**src/rtl/uart_pkg.sv**
```systemverilog
// Shared UART definitions: receiver state encoding, frame width and default baud timing.
package uart_pkg;

   localparam int unsigned DATA_BITS             = 8;
   localparam int unsigned CYCLES_PER_SAMPLE_DEF = 10416;
   localparam int unsigned CNT_W                 = 16;
   localparam int unsigned BIT_IDX_W             = 3;
   localparam int unsigned STATE_W               = 3;

   typedef enum logic [STATE_W-1:0] {
      IDLE   = 3'd0,
      START  = 3'd1,
      DATA   = 3'd2,
      PARITY = 3'd3,
      STOP   = 3'd4,
      BREAK  = 3'd5
   } rx_state_e;

endpackage

```
**src/rtl/uart_receiver_if.sv**
```systemverilog
// Receiver output bundle; o_parity_error exists only when UART_RX_PARITY_EN is defined.
interface uart_receiver_if;

   logic [uart_pkg::DATA_BITS-1:0] o_data;
   logic                           o_valid;
   logic                           o_frame_error;
   logic                           o_busy;
`ifdef UART_RX_PARITY_EN
   logic                           o_parity_error;

   modport master (output o_data, output o_valid, output o_frame_error,
                   output o_busy, output o_parity_error);
   modport slave  (input  o_data, input  o_valid, input  o_frame_error,
                   input  o_busy, input  o_parity_error);
`else
   modport master (output o_data, output o_valid, output o_frame_error,
                   output o_busy);
   modport slave  (input  o_data, input  o_valid, input  o_frame_error,
                   input  o_busy);
`endif

endinterface

```
**src/rtl/uart_rx_sync.sv**
```systemverilog
// Two-flop synchroniser for the asynchronous rx pin; resets to the idle (high) level.
module uart_rx_sync (
   input  logic clk,
   input  logic r_reset,
   input  logic i_async,
   output logic o_sync
);

   logic meta_q;

   always_ff @(posedge clk) begin
      if (r_reset) begin
         meta_q <= 1'b1;
         o_sync <= 1'b1;
      end else begin
         meta_q <= i_async;
         o_sync <= meta_q;
      end
   end

endmodule

```
**src/rtl/uart_receiver.sv**
```systemverilog
// 8N1 UART receiver with mid-bit sampling and framing-error detection.
// Define UART_RX_PARITY_EN for 8E1 framing with an o_parity_error pulse.
module uart_receiver
   import uart_pkg::*;
#(
   parameter int unsigned CYCLES_PER_SAMPLE = CYCLES_PER_SAMPLE_DEF
) (
   input  logic            clk,
   input  logic            r_reset,
   input  logic            i_rx,
   uart_receiver_if.master rx_if
);

   localparam int unsigned HALF_SAMPLE = CYCLES_PER_SAMPLE / 2;

   localparam logic [CNT_W-1:0]     CNT_BIT_LAST  = CNT_W'(CYCLES_PER_SAMPLE - 1);
   localparam logic [CNT_W-1:0]     CNT_HALF_LAST = CNT_W'(HALF_SAMPLE - 1);
   localparam logic [BIT_IDX_W-1:0] BIT_IDX_LAST  = BIT_IDX_W'(DATA_BITS - 1);

   localparam logic [STATE_W-1:0] ST_IDLE   = STATE_W'(IDLE);
   localparam logic [STATE_W-1:0] ST_START  = STATE_W'(START);
   localparam logic [STATE_W-1:0] ST_DATA   = STATE_W'(DATA);
   localparam logic [STATE_W-1:0] ST_STOP   = STATE_W'(STOP);
   localparam logic [STATE_W-1:0] ST_BREAK  = STATE_W'(BREAK);
`ifdef UART_RX_PARITY_EN
   localparam logic [STATE_W-1:0] ST_PARITY = STATE_W'(PARITY);
`endif

   logic                 rx_s;
   logic [STATE_W-1:0]   state_q,   state_d;
   logic [CNT_W-1:0]     cnt_q,     cnt_d;
   logic [BIT_IDX_W-1:0] bit_idx_q, bit_idx_d;
   logic [DATA_BITS-1:0] shift_q,   shift_d;
   logic [DATA_BITS-1:0] data_q,    data_d;
   logic                 valid_q,   valid_d;
   logic                 ferr_q,    ferr_d;
   logic                 busy_q,    busy_d;
   logic                 bit_done;
   logic                 parity_bad;
`ifdef UART_RX_PARITY_EN
   logic                 par_q,     par_d;
   logic                 perr_q,    perr_d;
`endif

   uart_rx_sync u_sync (
      .clk     (clk),
      .r_reset (r_reset),
      .i_async (i_rx),
      .o_sync  (rx_s)
   );

   // Register stage for state, datapath and all outputs
   always_ff @(posedge clk) begin
      if (r_reset) begin
         state_q   <= ST_IDLE;
         cnt_q     <= '0;
         bit_idx_q <= '0;
         shift_q   <= '0;
         data_q    <= '0;
         valid_q   <= 1'b0;
         ferr_q    <= 1'b0;
         busy_q    <= 1'b0;
`ifdef UART_RX_PARITY_EN
         par_q     <= 1'b0;
         perr_q    <= 1'b0;
`endif
      end else begin
         state_q   <= state_d;
         cnt_q     <= cnt_d;
         bit_idx_q <= bit_idx_d;
         shift_q   <= shift_d;
         data_q    <= data_d;
         valid_q   <= valid_d;
         ferr_q    <= ferr_d;
         busy_q    <= busy_d;
`ifdef UART_RX_PARITY_EN
         par_q     <= par_d;
         perr_q    <= perr_d;
`endif
      end
   end

   // Even parity over data plus parity bit must come out zero
`ifdef UART_RX_PARITY_EN
   assign parity_bad = ^{shift_q, par_q};
`else
   assign parity_bad = 1'b0;
`endif

   assign bit_done = (cnt_q == CNT_BIT_LAST);

   // Next-state and datapath; pulses default low so they last one cycle
   always_comb begin
      state_d   = state_q;
      cnt_d     = cnt_q;
      bit_idx_d = bit_idx_q;
      shift_d   = shift_q;
      data_d    = data_q;
      valid_d   = 1'b0;
      ferr_d    = 1'b0;
`ifdef UART_RX_PARITY_EN
      par_d     = par_q;
      perr_d    = 1'b0;
`endif

      case (state_q)
         ST_IDLE: begin
            if (!rx_s) begin
               state_d = ST_START;
               cnt_d   = '0;
            end
         end
         ST_START: begin
            if (cnt_q == CNT_HALF_LAST) begin
               cnt_d     = '0;
               bit_idx_d = '0;
               state_d   = rx_s ? ST_IDLE : ST_DATA;
            end else begin
               cnt_d = cnt_q + CNT_W'(1);
            end
         end
         ST_DATA: begin
            if (bit_done) begin
               cnt_d              = '0;
               shift_d[bit_idx_q] = rx_s;
               bit_idx_d          = bit_idx_q + BIT_IDX_W'(1);
               if (bit_idx_q == BIT_IDX_LAST) begin
`ifdef UART_RX_PARITY_EN
                  state_d = ST_PARITY;
`else
                  state_d = ST_STOP;
`endif
               end
            end else begin
               cnt_d = cnt_q + CNT_W'(1);
            end
         end
`ifdef UART_RX_PARITY_EN
         ST_PARITY: begin
            if (bit_done) begin
               cnt_d   = '0;
               par_d   = rx_s;
               state_d = ST_STOP;
            end else begin
               cnt_d = cnt_q + CNT_W'(1);
            end
         end
`endif
         ST_STOP: begin
            if (bit_done) begin
               cnt_d = '0;
`ifdef UART_RX_PARITY_EN
               perr_d = parity_bad;
`endif
               if (rx_s) begin
                  state_d = ST_IDLE;
                  if (!parity_bad) begin
                     valid_d = 1'b1;
                     data_d  = shift_q;
                  end
               end else begin
                  // Held-low line must not be decoded as a stream of 0x00 frames
                  ferr_d  = 1'b1;
                  state_d = ST_BREAK;
               end
            end else begin
               cnt_d = cnt_q + CNT_W'(1);
            end
         end
         ST_BREAK: begin
            if (rx_s) state_d = ST_IDLE;
         end
         default: begin
            state_d = ST_IDLE;
            cnt_d   = '0;
         end
      endcase

      busy_d = (state_d != ST_IDLE);
   end

   assign rx_if.o_data        = data_q;
   assign rx_if.o_valid       = valid_q;
   assign rx_if.o_frame_error = ferr_q;
   assign rx_if.o_busy        = busy_q;
`ifdef UART_RX_PARITY_EN
   assign rx_if.o_parity_error = perr_q;
`endif

endmodule

```
**src/flat_wrapper.sv**
```systemverilog
// flat-port wrapper written by rule: the top's interface ports become plain ports
module uart_receiver_flat import uart_pkg::*;
#(
   parameter int unsigned CYCLES_PER_SAMPLE = CYCLES_PER_SAMPLE_DEF
)
  (clk, r_reset, i_rx, rx_if_o_data, rx_if_o_valid, rx_if_o_frame_error, rx_if_o_busy);
  uart_receiver_if rx_if_i ();
  input  logic clk;
  input  logic r_reset;
  input  logic i_rx;
  output wire logic [$bits(rx_if_i.o_data)-1:0] rx_if_o_data;
  output wire logic [$bits(rx_if_i.o_valid)-1:0] rx_if_o_valid;
  output wire logic [$bits(rx_if_i.o_frame_error)-1:0] rx_if_o_frame_error;
  output wire logic [$bits(rx_if_i.o_busy)-1:0] rx_if_o_busy;
  assign rx_if_o_data = rx_if_i.o_data;
  assign rx_if_o_valid = rx_if_i.o_valid;
  assign rx_if_o_frame_error = rx_if_i.o_frame_error;
  assign rx_if_o_busy = rx_if_i.o_busy;
  uart_receiver #(.CYCLES_PER_SAMPLE(CYCLES_PER_SAMPLE)) u_core (.clk(clk), .r_reset(r_reset), .i_rx(i_rx), .rx_if(rx_if_i));
endmodule
```
**config.mk**
```make
export PLATFORM = sky130hd
export DESIGN_NAME = uart_receiver_flat
export DESIGN_NICKNAME = d
export VERILOG_FILES = /design/src/rtl/uart_pkg.sv /design/src/rtl/uart_receiver_if.sv /design/src/rtl/uart_rx_sync.sv /design/src/rtl/uart_receiver.sv /design/src/flat_wrapper.sv
export SDC_FILE = /design/constraint.sdc
export NUM_CORES = 1
export LEC_CHECK = 0
export ABC_AREA = 1
export CORE_ASPECT_RATIO = 1.4
export CORE_MARGIN = 4
export CORE_UTILIZATION = 60
export CTS_CLUSTER_DIAMETER = 150
export DETAILED_ROUTE_END_ITERATION = 8
export PLACE_DENSITY_LB_ADDON = 0.1
export REMOVE_ABC_BUFFERS = 1
export SETUP_SLACK_MARGIN = 0.5
export SYNTH_ARGS = -nofsm -noshare
export SYNTH_HDL_FRONTEND = slang
export SYNTH_SLANG_ARGS = --single-unit
```
**constraint.sdc**
```tcl
create_clock -name clk -period 4.1 [get_ports clk]
set_clock_uncertainty 0.15 [all_clocks]
set_input_delay 0.82 -clock clk [delete_from_list [all_inputs] [get_ports clk]]
set_output_delay 0.82 -clock clk [all_outputs]
set_load 0.1 [all_outputs]
```
### After elaboration in Yosys (flattened, before gate mapping)

Cells that the tools add are included.

* flip-flop bits (word level): 43
* word-level logic and storage cells: 58

* add/sub/neg operators: 2
* bitwise logic cells: 3
* equal/unequal tests: 10
* reduce and logical (&&, ||, !) cells: 10
* muxes and demuxes: 21
* magnitude comparators: 2

Operators with widths (count)
* 16-bit one-hot mux with 4 select lines: 1
* 16-bit 2-to-1 mux: 3
* 3-bit 2-to-1 mux: 9
* 16-bit by 1-bit adder with 16-bit output, second input constant: 1
* 16-bit by 13-bit == test with 1-bit output, second input constant: 1
* 16-bit by 14-bit == test with 1-bit output, second input constant: 1
* 3-bit one-hot mux with 5 select lines: 1
* 3-bit == test, second input constant: 3
* 8-bit bitwise mux: 1
* 3-bit one-hot mux with 2 select lines: 1
* 3-bit AND reduction: 2
* 3-bit by 4-bit < comparator with 1-bit output, second input constant: 1
* 2-bit by 1-bit inequality test with 1-bit output, second input constant: 2
* 2-bit AND reduction: 2
* 3-bit by 1-bit adder with 3-bit output, second input constant: 1
* 1-bit demux with 3-bit select: 1
* 3-bit by 1-bit == test with 1-bit output, second input constant: 1
* 3-bit by 2-bit == test with 1-bit output, second input constant: 1
* 3-bit by 1-bit >= comparator with 1-bit output, second input constant: 1
* 3-bit logical NOT: 1
* 1-bit 2-to-1 mux: 3
* 1-bit inverter: 3
* 3-bit nonzero test: 1
* 3-bit OR reduction: 1
* other kinds (5): 5

### Depth between registers and ports, before layout

* word-level depth: 5
* mapped depth: 12
* mapped depth without buffers: 12

### Modules after synthesis

From an unflattened synthesis, not the netlist that was laid out.

* cell total of the unflattened synthesis: 348
* area total of the unflattened synthesis: 2349.8 µm²

Modules (own cells, without submodules)
* uart_receiver: cells each 341, instances 1, area each 2290.9 µm²
* uart_rx_sync: cells each 7, instances 1, area each 58.8 µm²

### Least setup slack after synthesis

OpenSTA, ideal clock, no wires.

* path kind: register -> output
* start point: reg u_core.data_q[0] (netlist: u_core.rx_if.o_data[0])
* end point: out rx_if_o_data[0]
* cell stages (with the launch flop): 1
* path slack: 2205 ps
* arrival time: 925 ps
* cells stage by stage: dfxtp_1

RTL lines
* from (decl): line uart_receiver.sv:34 `logic [DATA_BITS-1:0] data_q, data_d;`
* from (signal assigned): line uart_receiver.sv:72 `data_q <= data_d;`
* to (decl): line flat_wrapper.sv:11 `output wire logic [$bits(rx_if_i.o_data)-1:0] rx_if_o_data;`

No word-level cell between the ends.

### Worst setup path after layout

* start point: reg u_core.data_q[6] (netlist: u_core.rx_if.o_data[6])
* end point: out rx_if_o_data[6]

No word-level cell between the ends.

==> out/qor.txt <==
Status: finished, final reports clean
Initial antenna violation count: 0
Syn Std Cell Area: 2290 um2
Required @ worst endpoint: 3.13 ns
Post-Syn Area per Cell: 6.67 um2
Total number of vias: 2,097
Fin area: 2550 um2
Placement Setup Slack: 1.67 ns
Delay-heaviest family, CP: buffers and inverters
Slowest stage cell, crit path: clkdlybuf4s50_1
Clock transition at path regs: 0.08 ns
Final #Nets: 361
Hold Vio Cnt, Final: 0
First-pass GRT wire length: 8.43 mm
Worst skew pair latency: 0.30 ns
R2r startpoint: u_core.u_sync.o_sync
Fmax: 361 MHz
Critical Path End Type: primary output
Critical Path Stages: 1
Setup CP Type: flip-flop to primary output
Routed WL: 5.01 mm
Worst-Margin Slew: 0.970 ns
CTS tree: yes
DIE WIDTH: 60.3 um
P_sw: 0.000183 W
Total core area: 3680 um2
Sink Count: 43
CP cell instances: clkdlybuf4s50_1
CP startpoint: u_core.rx_if.o_data[6]
Tightest hold margin: 0.264 ns
Synthesized instance count: 344
Vias/cell: 5.27
# Post-CTS Setup Buffers: 0
Starting Density: 62.4%
Worst hold path class: flip-flop to flip-flop
Worst-path fanout max: 2
Maximum vdd drop: 0.000316 V
Share of cells above drive strength 1: 11.0%
Share of the synthesized area in the top cell type: 37.5%
Number of global-route vias before repair: 1,930
CP Launch Type: flip-flop
DRT iter0 DRCs: 131
Register area share after synthesis: 37.5%
Routed len/inst: 12.6 um
Hpwl dp: 3.75 mm
Post-synth EDFFs: 0
Number of I/O pins: 14
Multi-input gate area: 1220 um2
Synthesis-to-layout area growth: 11.3%
Top_reg_cell synth: dfxtp_1
Total track usage: 22.7%
Max Used Layer: met4
Final Cycle Share: 67.5%
Die area: 4890 um2
CTS Root Cell: clkbuf_8
Die Y: 81.2 um
PostCTS Resize Cnt: 0
Max Root-Sink Buffers: 2
Fillers: 328
Register area: 861 um2
FF+latch count, synth: 43
Port Buffers: 13
Leakage: 1.07 nW
Post-route minimum period: 2.77 ns
Pint: 0.000677 W
Asr flop ratio synth: 0%
DP Area: 2420 um2
Overflow after GRT: 0
Wl on met1: 2.08 mm
Most frequent cells in the layout: nand2_1 (87), nor2_1 (54), dfxtp_1 (43), nand3_1 (33), inv_1 (28)
YS warnings: 0
Crit-path max cell delay: 1.14 ns
TritonRoute pass-1 iters: 6
FF-to-FF setup slack: 2.09 ns
CP bufs+invs: 1
Pin count of the biggest net entering global routing: 26
Antenna viol nets, final: 0
Max-Cap Viols: 0
Min-delay src: u_core.u_sync.meta_q
Routability cong.: 0.933
Final WS setup: 1.33 ns
R2R cell count: 6
Ant diodes: 0
Hold Buf Count CTS: 0
Yosys top cell by area: dfxtp_1
Num rows: 26
DRC viols: 0
Number of distinct library cells after synthesis: 33
CTS Buf Count: 5
Logic pwr share: 5.0%
H-tree depth: 2
Sw Share: 21.2%
Synth top area cells: dfxtp_1 (38%), nand2_1 (14%), nor2_1 (8.8%)
DR WL met2: 2.64 mm
Max_slew headroom: 35.1%
Critical path endpoint: rx_if_o_data[6]
Sequential power share: 49.7%
Unrepaired setup endpoints after global routing: no
Commonest non-fill, non-tap cell in the layout: nand2_1
R2R Path End: u_core.cnt_q[12]
Worst endpoint data arrival time: 1.80 ns
Clock power share: 45.3%
Final Max Slew Viols: 0
Pwr Density: 337 nW/um2
DR WL met3: 109 um
Setup TNS: 0 ns
Setup violations, final: 0
-- sequential cells by signal, indices dropped and copies added, names as in the netlist --
name and cells:
u_core.bit_idx_q 3, u_core.cnt_q 16, u_core.rx_if.o_busy 1, u_core.rx_if.o_data 8, u_core.rx_if.o_frame_error 1, u_core.rx_if.o_valid 1
u_core.shift_q 8, u_core.state_q 3, u_core.u_sync.meta_q 1, u_core.u_sync.o_sync 1
-- cells by family after synthesis --
family | count (synthesis) | synth area share (%)
xor+xnor | 4 | 1.53
buf+inv | 50 | 9.38
compound gates | 28 | 6.60
simple gates | 216 | 43.3
flops | 43 | 37.5
fa+ha+maj | 3 | 1.64
-- synth_stat cells, drive strengths merged (2+ instances only) --
cell type	count
nand2	92
nor3	10
buf	7
xor2	3
dfxtp	43
a21oi	16
nand4	13
clkinv	2
o21bai	2
nor2	62
clkbuf	3
nand3	36
inv	38
o21ai	7
ha	3
or2	2
-- layer usage --
metal | vias to the layer above | track usage [%]
li1 | 1122 | -
met1 | 924 | 24.1
met2 | 33 | 42.0
met3 | 18 | 3.66
met4 | 0 | 10.6
met5 | - | 0
-- worst min-delay path by stage --
stage / to / slack [ns] / cells after the start
floorplan: u_core.u_sync.o_sync / 0.24 / 1
global placement: u_core.u_sync.o_sync / 0.24 / 1
detailed placement: u_core.u_sync.o_sync / 0.25 / 1
CTS: u_core.u_sync.o_sync / 0.27 / 1
global route: u_core.u_sync.o_sync / 0.28 / 1
finish: u_core.u_sync.o_sync / 0.26 / 1
-- power groups by stage --
stage                     registers [W]   logic, W  clock network, W
after global routing           0.000428  0.0000478          0.000417
after CTS                      0.000428  0.0000430          0.000396
after floorplan                0.000440  0.0000247                 0
after detailed placement       0.000437  0.0000428                 0
final                          0.000428  0.0000427          0.000389
after global placement         0.000437  0.0000425                 0
-- final cells by class --
cell class | count | area share (%)
clock buffers | 6 | 2.84
clock inverters | 2 | 2.35
inverters | 40 | 5.93
multi-input cells | 251 | 47.7
flip-flops and latches | 43 | 33.7
well taps | 42 | 2.06
repair buffers | 14 | 5.39
-- through the flow --
step	power (W)	utilization, %	cells
2_1_floorplan	0.000464	-	334
3_3_place_gp	0.000480	65.8	390
3_5_place_dp	0.000480	65.8	390
4_1_cts	0.000866	69.4	398
5_1_grt	0.000893	69.4	398
6_report	0.000859	69.4	398
Power figures use the tool's default switching activity.
